## src/rtl/universal_shift_pkg.sv

```systemverilog
// Purpose: shared mode codes, sequencer states and helpers for the universal shifter.
// Latency: n/a (types and functions only).
// Backpressure: n/a.
package universal_shift_pkg;

  // Operation codes; 0-3 keep the legacy 4-bit universal shifter encoding
  typedef enum logic [2:0] {
    MODE_HOLD = 3'd0,
    MODE_SHR  = 3'd1,
    MODE_SHL  = 3'd2,
    MODE_LOAD = 3'd3,
    MODE_ROR  = 3'd4,
    MODE_ROL  = 3'd5,
    MODE_ASR  = 3'd6,
    MODE_RSVD = 3'd7
  } mode_e;

  typedef enum logic [1:0] {
    ST_IDLE  = 2'd0,
    ST_SHIFT = 2'd1,
    ST_DONE  = 2'd2
  } state_e;

  // True for modes that actually move data when repeated; hold, load and
  // reserved finish immediately when started as a sequence.
  function automatic logic is_seq_mode(input logic [2:0] m);
    return !((m == MODE_HOLD) || (m == MODE_LOAD) || (m == MODE_RSVD));
  endfunction

endpackage

```

## src/rtl/universal_shift_step.sv

```systemverilog
// Purpose: combinational next value of the shift register for one operation.
// Latency: 0 cycles (pure combinational).
// Backpressure: none; the caller decides whether to register the result.
module universal_shift_step
  import universal_shift_pkg::*;
#(
  parameter int WIDTH = 8
) (
  input  logic [WIDTH-1:0] cur,
  input  logic [2:0]       mode,
  input  logic [WIDTH-1:0] par_in,
  input  logic             sr_in,
  input  logic             sl_in,
  output logic [WIDTH-1:0] nxt
);

  // Select one step of the requested operation; reserved code behaves as hold
  always_comb begin
    nxt = cur;
    case (mode)
      MODE_SHR:  nxt = {sr_in, cur[WIDTH-1:1]};
      MODE_SHL:  nxt = {cur[WIDTH-2:0], sl_in};
      MODE_LOAD: nxt = par_in;
      MODE_ROR:  nxt = {cur[0], cur[WIDTH-1:1]};
      MODE_ROL:  nxt = {cur[WIDTH-2:0], cur[WIDTH-1]};
      MODE_ASR:  nxt = {cur[WIDTH-1], cur[WIDTH-1:1]};
      default:   nxt = cur;
    endcase
  end

endmodule

```

## src/rtl/universal_shift_seq.sv

```systemverilog
// Purpose: universal shift register with an N-step shift/rotate sequencer (busy/done).
// Latency: single ops 1 cycle; a sequence is 1 start cycle + amount steps + 1 done cycle.
// Backpressure: en=0 freezes register, counter and FSM everywhere except DONE.
module universal_shift_seq
  import universal_shift_pkg::*;
#(
  parameter int WIDTH = 8,
  parameter int AMT_W = $clog2(WIDTH + 1)
) (
  input  logic             clk,
  input  logic             reset,
  input  logic             en,
  input  logic [2:0]       mode,
  input  logic [WIDTH-1:0] par_in,
  input  logic             sr_in,
  input  logic             sl_in,
  input  logic             start,
  input  logic [AMT_W-1:0] amount,
  output logic [WIDTH-1:0] out,
  output logic             sr_out,
  output logic             sl_out,
  output logic             busy,
  output logic             done
);

  state_e           state;
  logic [2:0]       seq_mode;
  logic [AMT_W-1:0] cnt;
  logic [2:0]       step_mode;
  logic [WIDTH-1:0] step_nxt;

  // While sequencing, the latched mode drives the step logic; live mode is ignored
  assign step_mode = (state == ST_SHIFT) ? seq_mode : mode;

  universal_shift_step #(
    .WIDTH (WIDTH)
  ) u_step (
    .cur    (out),
    .mode   (step_mode),
    .par_in (par_in),
    .sr_in  (sr_in),
    .sl_in  (sl_in),
    .nxt    (step_nxt)
  );

  // FSM, step counter, mode latch and data register
  always_ff @(posedge clk) begin
    if (reset) begin
      state    <= ST_IDLE;
      out      <= '0;
      cnt      <= '0;
      seq_mode <= MODE_HOLD;
    end else begin
      case (state)
        ST_IDLE: begin
          if (en) begin
            if (start) begin
              seq_mode <= mode;
              cnt      <= amount;
              if ((amount == '0) || !is_seq_mode(mode)) state <= ST_DONE;
              else                                      state <= ST_SHIFT;
            end else begin
              out <= step_nxt;
            end
          end
        end
        ST_SHIFT: begin
          if (en) begin
            out <= step_nxt;
            cnt <= cnt - AMT_W'(1);
            if (cnt == AMT_W'(1)) state <= ST_DONE;
          end
        end
        ST_DONE: begin
          state <= ST_IDLE;
        end
        default: begin
          state <= ST_IDLE;
        end
      endcase
    end
  end

  // Status and serial outputs decoded straight from registers
  assign busy   = (state == ST_SHIFT);
  assign done   = (state == ST_DONE);
  assign sr_out = out[0];
  assign sl_out = out[WIDTH-1];

endmodule

```

## config.mk

```make
export PLATFORM = sky130hd
export DESIGN_NAME = universal_shift_seq
export DESIGN_NICKNAME = d
export VERILOG_FILES = /design/src/rtl/universal_shift_pkg.sv /design/src/rtl/universal_shift_step.sv /design/src/rtl/universal_shift_seq.sv
export SDC_FILE = /design/constraint.sdc
export NUM_CORES = 1
export LEC_CHECK = 0
export CAP_MARGIN = 0
export CORE_MARGIN = 1.5
export CORE_UTILIZATION = 49
export CTS_BUF_LIST = sky130_fd_sc_hd__clkbuf_2 sky130_fd_sc_hd__clkbuf_4 sky130_fd_sc_hd__clkbuf_8
export CTS_CLUSTER_DIAMETER = 150
export DETAILED_ROUTE_END_ITERATION = 16
export PLACE_DENSITY_LB_ADDON = 0.25
export RECOVER_POWER = 50
export SYNTH_ARGS = -nofsm -noshare
export SYNTH_HDL_FRONTEND = slang
export SYNTH_SLANG_ARGS = --single-unit
```

## constraint.sdc

```tcl
create_clock -name clk -period 3.24 [get_ports clk]
set_clock_uncertainty 0.05 [all_clocks]
set_input_delay 0.648 -clock clk [delete_from_list [all_inputs] [get_ports clk]]
set_output_delay 0.648 -clock clk [all_outputs]
set_load 0.05 [all_outputs]
```

# After elaboration in Yosys (flattened, before gate mapping)
# Index checks and enable logic that the tools add are counted.
# totals
register_bits	17
input_bits	21
out_inout_bits	12
wordCells	48
# classes
addsub	1
n_eq_ne	16
muxes	16
n_reduce_logical	11
# ops
op	count
8-bit case mux with 6 select lines	1
8-bit two-way mux	3
8-bit case mux with 2 select lines	1
3-bit equality test, second input constant	4
4-bit two-way mux	3
4-bit AND reduction	3
2-bit two-way mux	5
3-bit by 2-bit equality test with 1-bit output, second input constant	3
2-bit != test, second input constant	4
4-bit case mux with 2 select lines	1
4-bit by 1-bit equality test with 1-bit output, second input constant	1
4-bit logical NOT	1
2-bit case mux with 2 select lines	1
4-bit by 1-bit subtractor with 4-bit output, second input constant	1
3-bit by 1-bit equality test with 1-bit output, second input constant	1
3-bit logical NOT	1
1-bit logical OR	3
3-bit two-way mux	1
3-bit AND reduction	1
2-bit by 1-bit equality test with 1-bit output, second input constant	1
2-bit equality test, second input constant	1
2-bit logical NOT	1
2-bit by 1-bit != test with 1-bit output, second input constant	1
2-bit nonzero test	1

# Depth between registers and ports, before layout
# Gate-level depths: netlist of run 1.
# depth
word_depth	8
ltp_mapped	9

# Modules after synthesis
# From an unflattened synthesis of run 1, not the netlist that was laid out.
# hier_totals
hier_cells	190
hier_area_um2	1485.2
# by_module_without_submodules
module	n_inst	cells_per_inst	area_per_inst_um2
universal_shift_seq	1	108	894.6
universal_shift_step	1	82	590.6

# Worst setup path after synthesis of run 1
# OpenSTA, ideal clock, no wires.
# synth_path
path_kind	register -> register
start	register state[0]
end	register out[5]
setup_ns	0.092
t_arrival_ns	1.693
required_ns	3.098
slack_ns	1.404
path_stages_with_launch	8
n_path_buf	2
path_cell_list	dfxtp_1 buf_4 nand2b_4 buf_6 mux2i_1 mux2i_2 o22ai_1 o32ai_1
# synth_between
elab_chain_len	7
# synth_rtl
element	line	text
from (decl)	universal_shift_seq.sv:26	state_e state;
from (signal assigned)	universal_shift_seq.sv:49	state <= ST_IDLE;
from (signal assigned)	universal_shift_seq.sv:60	if ((amount == '0) || !is_seq_mode(mode)) state <= ST_DONE;
from (signal assigned)	universal_shift_seq.sv:61	else state <= ST_SHIFT;
2-bit by 1-bit equality test with 1-bit output	universal_shift_seq.sv:33, universal_shift_seq.sv:54	
3-bit two-way mux	universal_shift_seq.sv:33	assign step_mode = (state == ST_SHIFT) ? seq_mode : mode;
3-bit equality test, or another cell as far along	universal_shift_step.sv:20	case (mode)
8-bit case mux with 6 select lines	universal_shift_step.sv:20	
8-bit two-way mux	universal_shift_seq.sv:57	if (start) begin
8-bit two-way mux	universal_shift_seq.sv:56	if (en) begin
8-bit case mux with 2 select lines	universal_shift_seq.sv:54	case (state)
to (signal assigned)	universal_shift_seq.sv:63	out <= step_nxt;
to (signal assigned)	universal_shift_seq.sv:69	out <= step_nxt;
to (decl)	universal_shift_seq.sv:19	output logic [WIDTH-1:0] out,
# Parallel ways exist; a longest one is shown, timed or not. The select of a mux whose other input is x is not followed.
# A chain may end at the register's enable or synchronous reset.

# Final worst setup path of run 1
# layout_path
start	register state[0]
end	output port busy
# layout_between
elab_chain_len	1
# layout_rtl
element	line	text
2-bit by 1-bit equality test with 1-bit output	universal_shift_seq.sv:85	assign busy = (state == ST_SHIFT);
to (decl)	universal_shift_seq.sv:22	output logic busy,
# Every way passes these cells.

==> results of run 1 <==
-- worst paths after layout --
path                    startpoint                  end  slack, ps  cells past startpoint
max          state[0]$_SDFFE_PP0P_                 busy        580                      3
min            out[5]$_SDFFE_PP0P_  out[5]$_SDFFE_PP0P_        470                      2
max reg2reg  state[1]$_SDFFE_PP0P_  out[3]$_SDFFE_PP0P_       1090                      5
min reg2reg    out[5]$_SDFFE_PP0P_  out[5]$_SDFFE_PP0P_        470                      2
-- registers in the layout, indices dropped and copies added, names as in the netlist --
register / count
out: 8
seq_mode: 3
cnt: 4
state: 2
-- through the flow --
| step | instances | worst slack (ps) | util | area, um^2 | total power [mW] |
|---|---|---|---|---|---|
| CTS | 200 | 560 | 0.674 | 1490 | 0.602 |
| floorplan | 143 | 1400 | - | 1160 | 0.409 |
| global placement | 196 | 769 | 0.661 | 1460 | 0.470 |
| global route | 200 | 469 | 0.672 | 1490 | 0.631 |
| finish | 200 | 577 | 0.672 | 1490 | 0.594 |
| detailed placement | 196 | 691 | 0.661 | 1460 | 0.476 |
-- cell usage after synthesis, drive strengths merged, types with 3 or more instances --
library cell | count | share of area
nor2 | 22 | 0.071
dfxtp | 17 | 0.29
nand2 | 11 | 0.036
a21oi | 10 | 0.043
inv | 9 | 0.031
mux2i | 9 | 0.081
a211oi | 6 | 0.039
o22ai | 6 | 0.032
o32ai | 6 | 0.045
buf | 5 | 0.039
o21ai | 5 | 0.022
nand3 | 4 | 0.017
mux2 | 3 | 0.036
-- where the power goes --
group	total (mW)	internal, mW	switching (mW)
Combinational	0.227	0.0943	0.133
Sequential	0.244	0.225	0.0191
Clock	0.123	0.0564	0.0662
Total	0.594	0.376	0.218
-- worst max-delay path, cell delays in order, from the launching register on --
cell and delay (ps):
sky130_fd_sc_hd__dfxtp_1 490, sky130_fd_sc_hd__nand2b_4 220, sky130_fd_sc_hd__inv_4 150, sky130_fd_sc_hd__clkdlybuf4s50_1 810
-- kinds of logic (layout without fill, tap and decap cells) --
logic type / after synthesis / in the layout / synth area share
AND/OR/NAND/NOR: 49 / 49 / 0.207
AO/OA/AOI/OAI: 46 / 46 / 0.281
flip-flops: 17 / 17 / 0.294
buffers and inverters: 17 / 46 / 0.0799
multiplexers: 12 / 12 / 0.117
adder cells (fa/ha/maj): 2 / 2 / 0.0216
-- routing by layer --
| metal | wire length [um] | share of wire |
|---|---|---|
| met5 | 0 | 0 |
| met4 | 39 | 0.013 |
| met3 | 139 | 0.046 |
| met2 | 1440 | 0.48 |
| met1 | 1410 | 0.46 |
-- final cells by class --
| class | instances | area, um^2 | area share |
|---|---|---|---|
| Timing Repair Buffer | 32 | 320 | 0.215 |
| Multi-Input combinational cell | 109 | 721 | 0.485 |
| Tap cell | 28 | 35.0 | 0.0236 |
| Inverter | 10 | 40.0 | 0.0269 |
| Clock buffer | 4 | 30.0 | 0.0202 |
| Sequential cell | 17 | 340 | 0.229 |
==> impl_metrics.tcl, run 1 <==
set metrics [dict create \
    outcome "complete, no violations" \
    use_met3 0.0287 \
    maxCapViolCount 0 \
    tns_ps 0 \
    numCtsBuffers 3 \
    number_of_antenna_violations_at_the_first_check_in_global_routing 0 \
    post_drt_via_cell_ratio 6.05 \
    number_of_endpoints_with_negative_hold_slack_in_the_final_report 0 \
    peak_freq_ghz 0.375 \
    ant_nets 0 \
    grtUsageTotal 0.250 \
    grt_max_degree 21 \
    clk_pin_slew_ps 90 \
    route.detailed.drc 0 \
    die_ar_mm2 0.00267 \
    cts_max_path_buffers 2 \
    wl_per_cell_um 15.1 \
    grt_pass1_wl_mm 4.95 \
    gr-max-usage-layer "met2" \
    final_common_cell "sky130_fd_sc_hd__clkdlybuf4s50_1" \
    max_slew_margin 0.444 \
    synth_fp_nets 166 \
    worstPathArrival_ps 1970 \
    critPathCaptureType "primary output" \
    clk_root_buffer_cell "sky130_fd_sc_hd__clkbuf_4" \
    cts_tree "yes" \
    required_ps 2540 \
    netlist_area_mm2 0.00116 \
    clk-insertion-delay-late_ps 290 \
    seq_area_frac_synth 0.294 \
    syn_inst 143 \
    crit_fanout 20 \
    grt_overflow 0 \
    tritoncts_num_sinks 17 \
    asyncSetResetFlopFracSynth 0 \
    cts.repair.resized 0 \
    core_area_mm2 0.00221 \
    timing.critical_path.from_type "flop" \
    globalRouteMet2Util 0.417 \
    initialDrtViolationCount 27 \
    timing_max_transition_violations_final 0 \
    routed-via-count 1210 \
    port_buffers 32 \
    layout.filler_cells 204 \
    ys.warnings.count 0 \
    min-delay-path-class "flop to flop" \
    layout_min_cycle_time_ps 2660 \
    number_of_flops_mapped_to_enable_cells_by_yosys 0 \
    synth_flop_cell "sky130_fd_sc_hd__dfxtp_1" \
    die_width_um 51.6 \
    rsz0062_at_grt "false" \
    use_met1 0.323 \
    cellLeakagePower_nw 0.560 \
    die_h_um 51.6 \
    drtPass1Iterations 4 \
    ys_seq_elements 17 \
    mostFrequentLayoutCells "sky130_fd_sc_hd__clkdlybuf4s50_1 (26), sky130_fd_sc_hd__nor2_1 (22), sky130_fd_sc_hd__dfxtp_1 (17)" \
    setup_viol_count_final 0 \
    area_growth_syn_to_layout_pct 28.3 \
    crit_type "flop to primary output" \
    number_of_global_route_vias_before_repair 1101 \
    detailed_place_hpwl_mm 2.32 \
    cts_setup_buffers 0 \
    gp_congestion 0.946 \
    cts-htree-levels 1 \
    routed_wirelength_mm 3.02 \
    floorplan.initialDensity 0.524 \
    drive_gt1_frac 0.0756 \
    pwr_density_cell_mw_per_mm2 399 \
    ir_worst_vdd_mv 0.308 \
    post-route-period-util 0.822 \
    post_synth.cell_area_avg_um2 8.10 \
    final.hold.worst_slack_ps 468 \
    row_count 17 \
    io_pins 33 \
    n_antenna_cell 0 \
    synthDistinctLibCells 42 \
    holdBufCountCts 0 \
    worstMarginPinSlew_ps 825 \
    num-nets-final 196 \
]
No activity file was read; power rests on OpenSTA's default activity.
==> inputs of run 2 (changes only) <==
==> constraint.sdc (replaced) <==
create_clock -name clk -period 2.7 [get_ports clk]
set_clock_uncertainty 0.05 [all_clocks]
set_input_delay 0.54 -clock clk [delete_from_list [all_inputs] [get_ports clk]]
set_output_delay 0.54 -clock clk [all_outputs]
set_load 0.05 [all_outputs]
==> impl_metrics.tcl, run 2 (synthesized netlist as in run 1, its figures left out) <==
set metrics [dict create \
    outcome "complete, no violations" \
    drtPass1Iterations 4 \
    tns_ps 0 \
    cts_tree "yes" \
    number_of_antenna_violations_at_the_first_check_in_global_routing 0 \
    peak_freq_ghz 0.388 \
    rsz0062_at_grt "false" \
    maxCapViolCount 0 \
    die_h_um 51.6 \
    final_common_cell "sky130_fd_sc_hd__clkdlybuf4s50_1" \
    ir_worst_vdd_mv 0.347 \
    cts.repair.resized 0 \
    worst_r2r_path_depth 6 \
    post-route-period-util 0.956 \
    setup.worst_path.start "state[0]$_SDFFE_PP0P_" \
    layout.area.seq_um2 340 \
    grt_overflow 0 \
    grt_max_degree 21 \
    cts_setup_buffers 0 \
    detailed_place_hpwl_mm 2.33 \
    tritoncts_num_sinks 17 \
    holdBufCountCts 0 \
    clk_pin_slew_ps 110 \
    ant_nets 0 \
    row_count 17 \
    crit_fanout 20 \
    pwr_density_cell_mw_per_mm2 474 \
    critPathCaptureType "primary output" \
    largest_register_ff_count 8 \
    routed-via-count 1214 \
    num-nets-final 197 \
    register_ranked_first_by_flip_flop_count "out" \
    max_slew_margin 0.390 \
    area_growth_syn_to_layout_pct 28.7 \
    core_area_mm2 0.00221 \
    cts_max_path_buffers 2 \
    gp_congestion 0.938 \
    initialDrtViolationCount 23 \
    n_antenna_cell 0 \
    setup_viol_count_final 0 \
    drive_gt1_frac 0.0809 \
    layout_min_cycle_time_ps 2580 \
    numCtsBuffers 3 \
    clk-insertion-delay-late_ps 300 \
    route.detailed.drc 0 \
    worstPathArrival_ps 1990 \
    floorplan.initialDensity 0.524 \
    min-delay-path-class "flop to flop" \
    die_width_um 51.6 \
    routed_wirelength_mm 2.94 \
    grt_pass1_wl_mm 4.95 \
    io_pins 33 \
    crit-reg2reg-launch "state[1]$_SDFFE_PP0P_" \
    timing_max_transition_violations_final 0 \
    wl_per_cell_um 14.6 \
    cellLeakagePower_nw 0.564 \
    grtUsageTotal 0.245 \
    number_of_endpoints_with_negative_hold_slack_in_the_final_report 0 \
    post_drt_via_cell_ratio 6.04 \
    crit_path_end "busy" \
    final_standard_cell_area_without_fillers_mm2 0.00149 \
    hold_path_startpoint "out[3]$_SDFFE_PP0P_" \
    layout.filler_cells 204 \
    internal_reg_to_reg_setup_slack_ps 580 \
    critical_path.reg2reg.endpoint "out[1]$_SDFFE_PP0P_" \
    timing.critical_path.from_type "flop" \
    worstMarginPinSlew_ps 906 \
    number_of_global_route_vias_before_repair 1137 \
    final.hold.worst_slack_ps 463 \
    clk_root_buffer_cell "sky130_fd_sc_hd__clkbuf_4" \
    port_buffers 32 \
    die_ar_mm2 0.00267 \
    top_regs "out x8, cnt x4, seq_mode x3" \
    placedInstanceArea_mm2 0.00147 \
    multiInputGateArea_um2 721 \
    required_ps 2110 \
    mostFrequentLayoutCells "sky130_fd_sc_hd__clkdlybuf4s50_1 (26), sky130_fd_sc_hd__nor2_1 (22), sky130_fd_sc_hd__dfxtp_1 (17)" \
    crit_type "flop to primary output" \
    cts-htree-levels 1 \
]
==> run 2: changes by cell type in the layout (fill, tap and decap cells not counted) <==
cell / change
sky130_fd_sc_hd__buf_4: +1
sky130_fd_sc_hd__clkbuf_4: -1
sky130_fd_sc_hd__clkinv_2: +1
==> run 2: worst max-delay path, stage by stage (launching register included) <==
cell and delay [ps]:
sky130_fd_sc_hd__dfxtp_1 500, sky130_fd_sc_hd__nand2b_4 220, sky130_fd_sc_hd__inv_4 150, sky130_fd_sc_hd__clkdlybuf4s50_1 810
==> run 2: power breakdown <==
| part | internal, mW | leakage (nW) | total, mW | switching, mW |
|---|---|---|---|---|
| clock | 0.0553 | 0.0177 | 0.143 | 0.0873 |
| sequential | 0.270 | 0.139 | 0.292 | 0.0224 |
| combinational | 0.114 | 0.408 | 0.272 | 0.158 |
==> run 2: how the worst min path moves through the flow <==
stage                          endpoint  slack, ps  cells after the start
floorplan           cnt[1]$_SDFFE_PP0P_        430                      2
global placement    out[4]$_SDFFE_PP0P_        450                      2
detailed placement  out[3]$_SDFFE_PP0P_        450                      2
CTS                 out[3]$_SDFFE_PP0P_        460                      2
global route        out[1]$_SDFFE_PP0P_        480                      2
finish              out[3]$_SDFFE_PP0P_        460                      2
==> run 2: stage by stage <==
step | std cells | setup WS [ps] | util | power [mW]
floorplan | 143 | 864 | - | 0.491
global placement | 197 | 320 | 0.664 | 0.565
global route | 201 | 38.7 | 0.674 | 0.748
CTS | 201 | 129 | 0.676 | 0.710
finish | 201 | 120 | 0.674 | 0.707
detailed placement | 197 | 308 | 0.664 | 0.572
==> run 2: per-layer routing <==
| metal | vias up | GRT usage | share of wire |
|---|---|---|---|
| met5 | - | 0 | 0 |
| met4 | 0 | 0.0702 | 0.012 |
| met3 | 5 | 0.0287 | 0.045 |
| met2 | 37 | 0.444 | 0.48 |
| met1 | 578 | 0.303 | 0.46 |
| li1 | 594 | - | - |
==> run 2: cell type report <==
type,count,share of cell area
Sequential cell,17,0.228
Timing Repair Buffer,33,0.220
Inverter,10,0.0268
Clock buffer,3,0.0151
Clock inverter,1,0.00336
Tap cell,28,0.0235
Multi-Input combinational cell,109,0.483
